$ cat config.mk
export PLATFORM = sky130hd
export DESIGN_NAME = sort_dma_master_flat
export DESIGN_NICKNAME = d
export VERILOG_FILES = /design/src/rtl/sort_dma_pkg.sv /design/src/rtl/sort_dma_if.sv /design/src/rtl/sort_dma_wr_issue.sv /design/src/rtl/sort_dma_master.sv /design/src/flat_wrapper.sv
export SDC_FILE = /design/constraint.sdc
export NUM_CORES = 1
export LEC_CHECK = 0
export BUFFER_PORTS_ARGS = -buffer_cell sky130_fd_sc_hd__buf_2
export CAP_MARGIN = 40
export CORE_MARGIN = 5
export CORE_UTILIZATION = 45
export DETAILED_ROUTE_END_ITERATION = 12
export GPL_ROUTABILITY_DRIVEN = 0
export HOLD_SLACK_MARGIN = 0.12
export PLACE_DENSITY = 0.8
export SLEW_MARGIN = 0
export SYNTH_ARGS = -nofsm -noshare
export SYNTH_HDL_FRONTEND = slang
export SYNTH_SLANG_ARGS = --single-unit
$ cat constraint.sdc
create_clock -name clk -period 2.4 [get_ports clk]
set_input_delay 0.12 -clock clk [delete_from_list [all_inputs] [get_ports clk]]
set_output_delay 0.12 -clock clk [all_outputs]
set_load 0.01 [all_outputs]
$ cat src/rtl/sort_dma_pkg.sv
// rtl/sort_dma_pkg.sv - shared types and constants for the sort DMA master
package sort_dma_pkg;

    typedef enum logic [2:0] {
        IDLE,
        RD_ADDR,
        RD_DATA,
        SORT_WAIT,
        WR_REQ,
        WR_RESP,
        FIN
    } state_t;

    localparam logic [2:0] AXI_PROT_DEFAULT = 3'b000;
    localparam logic [3:0] WSTRB_FULL       = 4'hF;
    localparam int         WORD_BYTES       = 4;

    // Byte address of a word slot; wraps modulo 2**32 by construction.
    function automatic logic [31:0] word_addr(input logic [31:0] base, input logic [31:0] index);
        return base + index * 32'(WORD_BYTES);
    endfunction

endpackage

$ cat src/rtl/sort_dma_if.sv
// rtl/sort_dma_if.sv - AXI4-lite initiator bus of the sort DMA master
interface sort_dma_if;
    logic        awvalid;
    logic        awready;
    logic [31:0] awaddr;
    logic [2:0]  awprot;
    logic        wvalid;
    logic        wready;
    logic [31:0] wdata;
    logic [3:0]  wstrb;
    logic        bvalid;
    logic        bready;
    logic        arvalid;
    logic        arready;
    logic [31:0] araddr;
    logic [2:0]  arprot;
    logic        rvalid;
    logic        rready;
    logic [31:0] rdata;

    modport master (
        output awvalid, awaddr, awprot, wvalid, wdata, wstrb, bready,
        output arvalid, araddr, arprot, rready,
        input  awready, wready, bvalid, arready, rvalid, rdata
    );

    modport slave (
        input  awvalid, awaddr, awprot, wvalid, wdata, wstrb, bready,
        input  arvalid, araddr, arprot, rready,
        output awready, wready, bvalid, arready, rvalid, rdata
    );
endinterface

$ cat src/rtl/sort_dma_wr_issue.sv
// rtl/sort_dma_wr_issue.sv - independent AW/W acceptance tracking for one write
module sort_dma_wr_issue (
    input  logic clk,
    input  logic rst,
    input  logic issue,
    input  logic awready,
    input  logic wready,
    output logic awvalid,
    output logic wvalid,
    output logic accepted
);
    logic aw_done;
    logic w_done;

    assign awvalid  = issue && !aw_done;
    assign wvalid   = issue && !w_done;
    // Each channel counts as taken if it was taken earlier or is being taken now.
    assign accepted = issue && (aw_done || awready) && (w_done || wready);

    always_ff @(posedge clk) begin
        if (rst || !issue || accepted) begin
            aw_done <= 1'b0;
            w_done  <= 1'b0;
        end else begin
            if (awready) aw_done <= 1'b1;
            if (wready)  w_done  <= 1'b1;
        end
    end
endmodule

$ cat src/rtl/sort_dma_master.sv
// rtl/sort_dma_master.sv - gathers N words over AXI4-lite, sorts them externally, scatters the result
// Optional sorter-wait watchdog enabled by defining SORT_DMA_TIMEOUT_EN.
module sort_dma_master
    import sort_dma_pkg::*;
#(
    parameter int LOG_INPUT_NUM  = 2,
    parameter int TIMEOUT_CYCLES = 1024
) (
    input  logic                              clk,
    input  logic                              rst,
    input  logic                              start,
    input  logic [31:0]                       src_addr,
    input  logic [31:0]                       dst_addr,
    output logic                              busy,
    output logic                              done,
    output logic                              error,
    sort_dma_if.master                        mem_axi,
    output logic [32*(2**LOG_INPUT_NUM)-1:0]  x,
    output logic                              x_valid,
    input  logic [32*(2**LOG_INPUT_NUM)-1:0]  y,
    input  logic                              y_valid
);
    localparam int            N    = 2**LOG_INPUT_NUM;
    localparam int            IW   = (LOG_INPUT_NUM > 0) ? LOG_INPUT_NUM : 1;
    localparam logic [IW-1:0] LAST = IW'(N - 1);

    state_t          state, state_nx;
    logic [31:0]     src_q, dst_q;
    logic [IW-1:0]   idx;
    logic [32*N-1:0] y_cap;
    logic            idx_last, y_take, tmo_hit, wr_accepted;

    assign idx_last = (idx == LAST);
    // The x_valid cycle is the first SORT_WAIT cycle, so y_valid there is stale by definition.
    assign y_take   = (state == SORT_WAIT) && !x_valid && y_valid;

    always_ff @(posedge clk) begin
        if (rst) begin
            state   <= IDLE;
            src_q   <= '0;
            dst_q   <= '0;
            idx     <= '0;
            x       <= '0;
            y_cap   <= '0;
            x_valid <= 1'b0;
        end else begin
            state   <= state_nx;
            x_valid <= (state == RD_DATA) && (state_nx == SORT_WAIT);
            case (state)
                IDLE: if (start) begin
                    src_q <= {src_addr[31:2], 2'b00};
                    dst_q <= {dst_addr[31:2], 2'b00};
                    idx   <= '0;
                end
                RD_DATA: if (mem_axi.rvalid) begin
                    x[32*idx +: 32] <= mem_axi.rdata;
                    if (!idx_last) idx <= idx + 1'b1;
                end
                SORT_WAIT: if (y_take) begin
                    y_cap <= y;
                    idx   <= '0;
                end
                WR_RESP: if (mem_axi.bvalid && !idx_last) idx <= idx + 1'b1;
                default: ;
            endcase
        end
    end

    always_comb begin
        state_nx = state;
        case (state)
            IDLE:      if (start) state_nx = RD_ADDR;
            RD_ADDR:   if (mem_axi.arready) state_nx = RD_DATA;
            RD_DATA:   if (mem_axi.rvalid) state_nx = idx_last ? SORT_WAIT : RD_ADDR;
            SORT_WAIT: begin
                if (tmo_hit)     state_nx = FIN;
                else if (y_take) state_nx = WR_REQ;
            end
            WR_REQ:    if (wr_accepted) state_nx = WR_RESP;
            WR_RESP:   if (mem_axi.bvalid) state_nx = idx_last ? FIN : WR_REQ;
            FIN:       state_nx = IDLE;
            default:   state_nx = IDLE;
        endcase
    end

`ifdef SORT_DMA_TIMEOUT_EN
    logic [31:0] tmo_cnt;
    logic        err_q;

    // Counts cycles after the x_valid cycle; fires on the last allowed cycle without y_valid.
    assign tmo_hit = (state == SORT_WAIT) && !x_valid && !y_valid
                     && (tmo_cnt == 32'(TIMEOUT_CYCLES - 1));

    always_ff @(posedge clk) begin
        if (rst) begin
            tmo_cnt <= '0;
            err_q   <= 1'b0;
        end else begin
            if (state == IDLE && start) err_q <= 1'b0;
            if (tmo_hit) err_q <= 1'b1;
            if (state == SORT_WAIT && !x_valid) tmo_cnt <= tmo_cnt + 32'd1;
            else if (state != SORT_WAIT)        tmo_cnt <= '0;
        end
    end

    assign error = err_q;
`else
    assign tmo_hit = 1'b0;
    assign error   = 1'b0;
`endif

    sort_dma_wr_issue u_wr_issue (
        .clk      (clk),
        .rst      (rst),
        .issue    (state == WR_REQ),
        .awready  (mem_axi.awready),
        .wready   (mem_axi.wready),
        .awvalid  (mem_axi.awvalid),
        .wvalid   (mem_axi.wvalid),
        .accepted (wr_accepted)
    );

    assign mem_axi.arvalid = (state == RD_ADDR);
    assign mem_axi.araddr  = word_addr(src_q, 32'(idx));
    assign mem_axi.arprot  = AXI_PROT_DEFAULT;
    assign mem_axi.rready  = (state == RD_DATA);
    assign mem_axi.awaddr  = word_addr(dst_q, 32'(idx));
    assign mem_axi.awprot  = AXI_PROT_DEFAULT;
    assign mem_axi.wdata   = y_cap[32*idx +: 32];
    assign mem_axi.wstrb   = WSTRB_FULL;
    assign mem_axi.bready  = (state == WR_RESP);

    assign busy = (state != IDLE);
    assign done = (state == FIN);
endmodule

$ cat src/flat_wrapper.sv
// flat-port wrapper written by rule: the top's interface ports become plain ports
module sort_dma_master_flat import sort_dma_pkg::*;
#(
    parameter int LOG_INPUT_NUM  = 2,
    parameter int TIMEOUT_CYCLES = 1024
)
  (clk, rst, start, src_addr, dst_addr, busy, done, error, x, x_valid, y, y_valid, mem_axi_awvalid, mem_axi_awaddr, mem_axi_awprot, mem_axi_wvalid, mem_axi_wdata, mem_axi_wstrb, mem_axi_bready, mem_axi_arvalid, mem_axi_araddr, mem_axi_arprot, mem_axi_rready, mem_axi_awready, mem_axi_wready, mem_axi_bvalid, mem_axi_arready, mem_axi_rvalid, mem_axi_rdata);
  sort_dma_if mem_axi_i ();
  input  logic clk;
  input  logic rst;
  input  logic start;
  input  logic [31:0] src_addr;
  input  logic [31:0] dst_addr;
  output logic busy;
  output logic done;
  output logic error;
  output logic [32*(2**LOG_INPUT_NUM)-1:0] x;
  output logic x_valid;
  input  logic [32*(2**LOG_INPUT_NUM)-1:0] y;
  input  logic y_valid;
  output wire logic [$bits(mem_axi_i.awvalid)-1:0] mem_axi_awvalid;
  output wire logic [$bits(mem_axi_i.awaddr)-1:0] mem_axi_awaddr;
  output wire logic [$bits(mem_axi_i.awprot)-1:0] mem_axi_awprot;
  output wire logic [$bits(mem_axi_i.wvalid)-1:0] mem_axi_wvalid;
  output wire logic [$bits(mem_axi_i.wdata)-1:0] mem_axi_wdata;
  output wire logic [$bits(mem_axi_i.wstrb)-1:0] mem_axi_wstrb;
  output wire logic [$bits(mem_axi_i.bready)-1:0] mem_axi_bready;
  output wire logic [$bits(mem_axi_i.arvalid)-1:0] mem_axi_arvalid;
  output wire logic [$bits(mem_axi_i.araddr)-1:0] mem_axi_araddr;
  output wire logic [$bits(mem_axi_i.arprot)-1:0] mem_axi_arprot;
  output wire logic [$bits(mem_axi_i.rready)-1:0] mem_axi_rready;
  input wire logic [$bits(mem_axi_i.awready)-1:0] mem_axi_awready;
  input wire logic [$bits(mem_axi_i.wready)-1:0] mem_axi_wready;
  input wire logic [$bits(mem_axi_i.bvalid)-1:0] mem_axi_bvalid;
  input wire logic [$bits(mem_axi_i.arready)-1:0] mem_axi_arready;
  input wire logic [$bits(mem_axi_i.rvalid)-1:0] mem_axi_rvalid;
  input wire logic [$bits(mem_axi_i.rdata)-1:0] mem_axi_rdata;
  assign mem_axi_awvalid = mem_axi_i.awvalid;
  assign mem_axi_awaddr = mem_axi_i.awaddr;
  assign mem_axi_awprot = mem_axi_i.awprot;
  assign mem_axi_wvalid = mem_axi_i.wvalid;
  assign mem_axi_wdata = mem_axi_i.wdata;
  assign mem_axi_wstrb = mem_axi_i.wstrb;
  assign mem_axi_bready = mem_axi_i.bready;
  assign mem_axi_arvalid = mem_axi_i.arvalid;
  assign mem_axi_araddr = mem_axi_i.araddr;
  assign mem_axi_arprot = mem_axi_i.arprot;
  assign mem_axi_rready = mem_axi_i.rready;
  assign mem_axi_i.awready = mem_axi_awready;
  assign mem_axi_i.wready = mem_axi_wready;
  assign mem_axi_i.bvalid = mem_axi_bvalid;
  assign mem_axi_i.arready = mem_axi_arready;
  assign mem_axi_i.rvalid = mem_axi_rvalid;
  assign mem_axi_i.rdata = mem_axi_rdata;
  sort_dma_master #(.LOG_INPUT_NUM(LOG_INPUT_NUM), .TIMEOUT_CYCLES(TIMEOUT_CYCLES)) u_core (.clk(clk), .rst(rst), .start(start), .src_addr(src_addr), .dst_addr(dst_addr), .busy(busy), .done(done), .error(error), .mem_axi(mem_axi_i), .x(x), .x_valid(x_valid), .y(y), .y_valid(y_valid));
endmodule
# After elaboration in Yosys (flattened, before gate mapping)

Cells that the tools add are included.

Multiplexer cells: 16
Divide/modulo/power cells: 0
Shifts and indexed selects: 3
Equality and inequality tests: 13
Bitwise gates (word level): 0
Reduce and logical (&&, ||, !) cells: 24
$add $sub $neg: 4
Multipliers: 0
$lt $le $gt $ge: 0

Operator list:

| cell                                                     | count |
|---|---|
| bitwise mux 128 bit                                      | 1 |
| variable shift 32 x 34 -> 128 bit (first input constant) | 1 |
| indexed part select 128 x 8 -> 32 bit                    | 1 |
| indexed part select 32 x 34 -> 128 bit                   | 1 |
| adder 32 x 4 -> 32 bit                                   | 2 |
| negation 7 -> 34 bit                                     | 1 |
| 2-to-1 mux 3 bit                                         | 6 |
| one-hot mux 3 bit (6 select lines)                       | 1 |
| 2-to-1 mux 2 bit                                         | 7 |
| == test 3 x 2 -> 1 bit (second input constant)           | 3 |
| == test 3 bit (second input constant)                    | 3 |
| logical AND 1 bit                                        | 8 |
| one-hot mux 2 bit (4 select lines)                       | 1 |
| != test 2 x 1 -> 1 bit (second input constant)           | 3 |
| AND reduction 2 bit                                      | 3 |
| AND reduction 6 bit                                      | 1 |
| logical NOT 1 bit                                        | 5 |
| logical OR 1 bit                                         | 4 |
| != test 2 bit (second input constant)                    | 2 |
| nonzero test 4 bit                                       | 1 |
| == test 3 x 1 -> 1 bit (second input constant)           | 1 |
| logical NOT 3 bit                                        | 1 |
| nonzero test 3 bit                                       | 1 |
| adder 2 x 1 -> 2 bit (second input constant)             | 1 |
| == test 2 bit (second input constant)                    | 1 |

ROM bits: 0
RAM bits: 0
Memories kept: 0
Latch bits: 0
Logic and storage cells: 69
Output and inout port bits: 243
Bits of input ports: 233
Bits in registers: 324

# Longest topological paths before layout

Word-level depth: 7
Gate-level depth with buffers: 9

# Cells and area by module

Synthesis repeated with hierarchy kept, for this count alone.

Cell total of the unflattened synthesis: 1703
Area, all modules: 13693.1 sq um

Modules (own cells, without submodules):

| module            | cells an instance | sequential area each (sq um) | area an instance (sq um) | instances |
|---|---|---|---|---|
| sort_dma_master   | 1693              | 6446.2                       | 13591.8                  | 1 |
| sort_dma_wr_issue | 10                | 40.0                         | 101.3                    | 1 |

# Least setup slack after synthesis

Ideal clock, no wire load.

Path type: register -> output
Start point: register u_core.idx[1]
End point: output port mem_axi_awaddr[24]
Slack: -278 ps
Path buffers: 2
Data arrival time: 2558 ps
Stages on the path, launching flop included: 9
Path through: dfxtp_1 > buf_2 > buf_2 > inv_1 > fa_1 > nor4_4 > and2_2 > and4_1 > xor2_1

Longest elaborated chain between the ends: 1

RTL lines:

| what                   | RTL line              | text |
|---|---|---|
| start, declared        | sort_dma_master.sv:29 | `logic [IW-1:0] idx;` |
| start signal, assigned | sort_dma_master.sv:57 | `if (!idx_last) idx <= idx + 1'b1;` |
| start signal, assigned | sort_dma_master.sv:63 | `WR_RESP: if (mem_axi.bvalid && !idx_last) idx <= idx + 1'b1;` |
| adder 32 x 4 -> 32 bit | sort_dma_pkg.sv:20    | `return base + index * 32'(WORD_BYTES);` |
| end, declared          | flat_wrapper.sv:22    | `output wire logic [$bits(mem_axi_i.awaddr)-1:0] mem_axi_awaddr;` |

Every way passes these cells.

# Worst setup path after layout

Ends and elaborated chain as after synthesis.

==> impl_results.md <==
- Top post-synthesis cells by area: dfxtp_1, nand2_1, a21oi_1, nand3_1, mux4_2
- Synth area leader: dfxtp_1
- Initial antenna violation count: 10
- WL final: 55200 um
- Final Hold Fails: 0
- Fin area: 20400 um^2
- Worst EP required: 2280 ps
- Commonest non-fill, non-tap cell in the layout: nand2_1
- Worst hold path type: in2reg
- VDD IR-drop max: 0.537 mV
- Setup slack after layout: -350 ps
- Post-DP HPWL: 31400 um
- Post-Syn Area: 13600 um^2
- Ys flop type: dfxtp_1
- Leakage: 8.46 nW
- Number of I/O port buffers: 456
- Ys async rst share: 0%
- Net switching power: 2.98 mW
- RR Endpoint: u_core.idx[1]
- Core ar.: 29700 um^2
- Clk pin slew, worst setup/hold paths: 60 ps
- Ys Warns: 0
- Max-Cap Viols: 0
- Initial core utilization: 45.7%
- Antenna Violating Nets Remaining: 0
- Status: complete, but fails checks
- Share of cells above drive strength 1: 29.3%
- Via count: 15600
- Worst r2r path cells: 7
- CTS tree: done
- Clk network pwr share: 44.9%
- Hold Crit Start: rst
- Drt first pass iters: 6
- Synth unique cells: 47
- Total CTS buffers: 35
- Die ar.: 33700 um^2
- Die height: 184 um
- Die width: 184 um
- Non-filler cells, final: 2765
- Number of synthesized register bits: 324
- Tmin final: 2750 ps
- Area grow syn2layout: 50.1%
- Root buf cell: clkbuf_16
- Clk_skew: 19.1 ps
- Clock Path Buffers: 3
- Worst-skew pair later-pin latency: 510 ps
- Global-route congestion overflow total: 0
- Cell Pwr Density: 611 nW/um^2
- Nets: 2583
- Peak Freq: 364 MHz
- Combinational share of power: 10.1%
- Hold Path End: u_core.x[6]
- RSZ-0062 raised after global routing: true
- Synth top area share: 47.8%
- DRT iter0 DRCs: 1520
- Site row count: 63
- Critical path endpoint category: output pin
- Slew @ Worst Pin: 780 ps
- Post-synthesis sequential area ratio: 47.8%
- Final Slew Violations: 0
- Setup violations, final: 34
- Vias in the first global route: 15600
- Total Routing Usage GR: 30.6%
- CTS H-tree lvls: 2
- Avg WL per Cell: 20.0 um
- Cell Int Power: 9.47 mW
- Layout Utilization: 68.6%
- WS Path Type: reg2out
- First-pass GRT wire length: 83600 um
- Violated checks: setup timing
- Reg2reg setup slack: 280 ps
- Cells after DPL: 2442
- EDFF count, synth: 0
- Vias/cell: 5.66
- Clk sink count: 324
- Cells after Synth: 1690
- Commonest cells after routing, fill and taps aside: nand2_1, buf_2, a21oi_1
- Switch share: 24.0%
- CP Data Arrival Time: 2630 ps
- Largest net degree at the start of global routing: 130
- CP Launch Type: flip-flop
- Sequential share of power: 45.1%
- Worst Path Max Fanout: 4
- I/O pin total: 476
- Slew HR: 48.0%
- Syn_area_per_cell: 8.03 um^2
- Fin crit share: 115%
- Post-DP Area: 16300 um^2
- Worst r2r src: u_core.idx[0]
- DRC errors left: 0
- Number of cells on the worst hold path: 2
==> power groups by stage <==
stage	Sequential, mW	Clock [mW]	Combinational, mW
floorplan	5.67	0	0.455
global placement	5.70	0	0.868
detailed placement	5.70	0	0.877
CTS	5.59	5.63	1.18
global route	5.62	5.88	1.34
finish	5.61	5.59	1.25
==> worst max-delay path, cell delays in order, from the launching register on <==
cell and delay [ps]:
dfxtp_4 380, clkinvlp_4 120, fa_2 430, nor4_4 400, and2_4 250, and4_4 250
xor2_2 160, buf_2 150
==> metrics by stage <==
step | power (mW) | setup TNS [ps] | hold slack (ps) | setup slack (ps)
after global routing | 12.8 | -8590 | 153 | -407
final | 12.5 | -5070 | 127 | -350
after global placement | 6.57 | 0 | 354 | 216
after floorplan | 6.13 | 0 | 256 | 24.6
after detailed placement | 6.58 | 0 | 363 | 159
after CTS | 12.4 | -1660 | 123 | -147
==> cell type report <==
type,instances,area [um^2]
tap,390,488
fill,2131,9350
clock buffer,45,1000
timing repair buffer,742,5250
antenna,13,32.5
sequential,324,6500
inverter,16,63.8
clock inverter,15,183
multi-input combinational,1220,6850
==> state kept, by name, indices dropped and copies added, names as in the netlist <==
| signal | cells |
|---|---|
| u_core.x | 128 |
| u_core.y_cap | 128 |
| u_core.dst_q | 30 |
| u_core.src_q | 30 |
| u_core.state | 3 |
| u_core.idx | 2 |
| u_core.u_wr_issue.aw_done | 1 |
| u_core.u_wr_issue.w_done | 1 |
| u_core.x_valid | 1 |
==> timing repair <==
action,CTS,global route
setup buffers,7,17
gates resized for setup,42,51
hold endpoints to repair,321,0
pin swaps,14,30
hold buffers,227,0
endpoints found under the setup margin,59,41
==> logic make-up (layout without fill, tap and decap cells) <==
group                      after synthesis  after routing  synth area share, %
DFF                                    324            324                 47.8
AOI/OAI and AO/OA                      330            330                 12.3
muxes                                   33             33                 5.38
and+or+nand+nor                        775            775                 24.4
xor gates and xnor gates                56             56                 3.61
adders and majority gates               11             11                 1.12
buffers and inverters                  159            818                 5.35
other                                    2             28               0.0553
==> cell usage after synthesis, types with 2 or more instances <==
cell,n
xnor2_1,34
nor3b_1,4
nor2_1,30
or3_1,3
mux4_2,32
dfxtp_1,324
clkbuf_1,77
buf_4,17
xor2_1,22
conb_1,2
nand2b_1,5
fa_1,2
nor3_1,8
nor4_1,3
nor2b_1,3
nand2_1,535
and4_1,4
inv_1,14
nand4_1,11
a21oi_1,323
and3_1,11
inv_2,2
buf_1,2
ha_1,9
buf_2,45
nand3_1,147
==> layer usage <==
metal	vias up	track usage (%)	wire (um)
met3	333	7.18	5530
met1	7202	34.9	19000
met5	-	0	0
met2	1170	51.9	26600
li1	6935	-	-
met4	0	19.0	4030
==> how the worst max path moves through the flow <==
stage | from | endpoint | cells past startpoint
after global placement | u_core.idx[1] | mem_axi_awaddr[30] | 7
after detailed placement | u_core.idx[1] | mem_axi_awaddr[30] | 7
after CTS | u_core.dst_q[2] | mem_axi_awaddr[30] | 8
final | u_core.idx[1] | mem_axi_awaddr[24] | 7
after global routing | u_core.idx[1] | mem_axi_awaddr[26] | 8
after floorplan | u_core.idx[1] | mem_axi_awaddr[24] | 8
No activity file was read; power rests on OpenSTA's default activity.
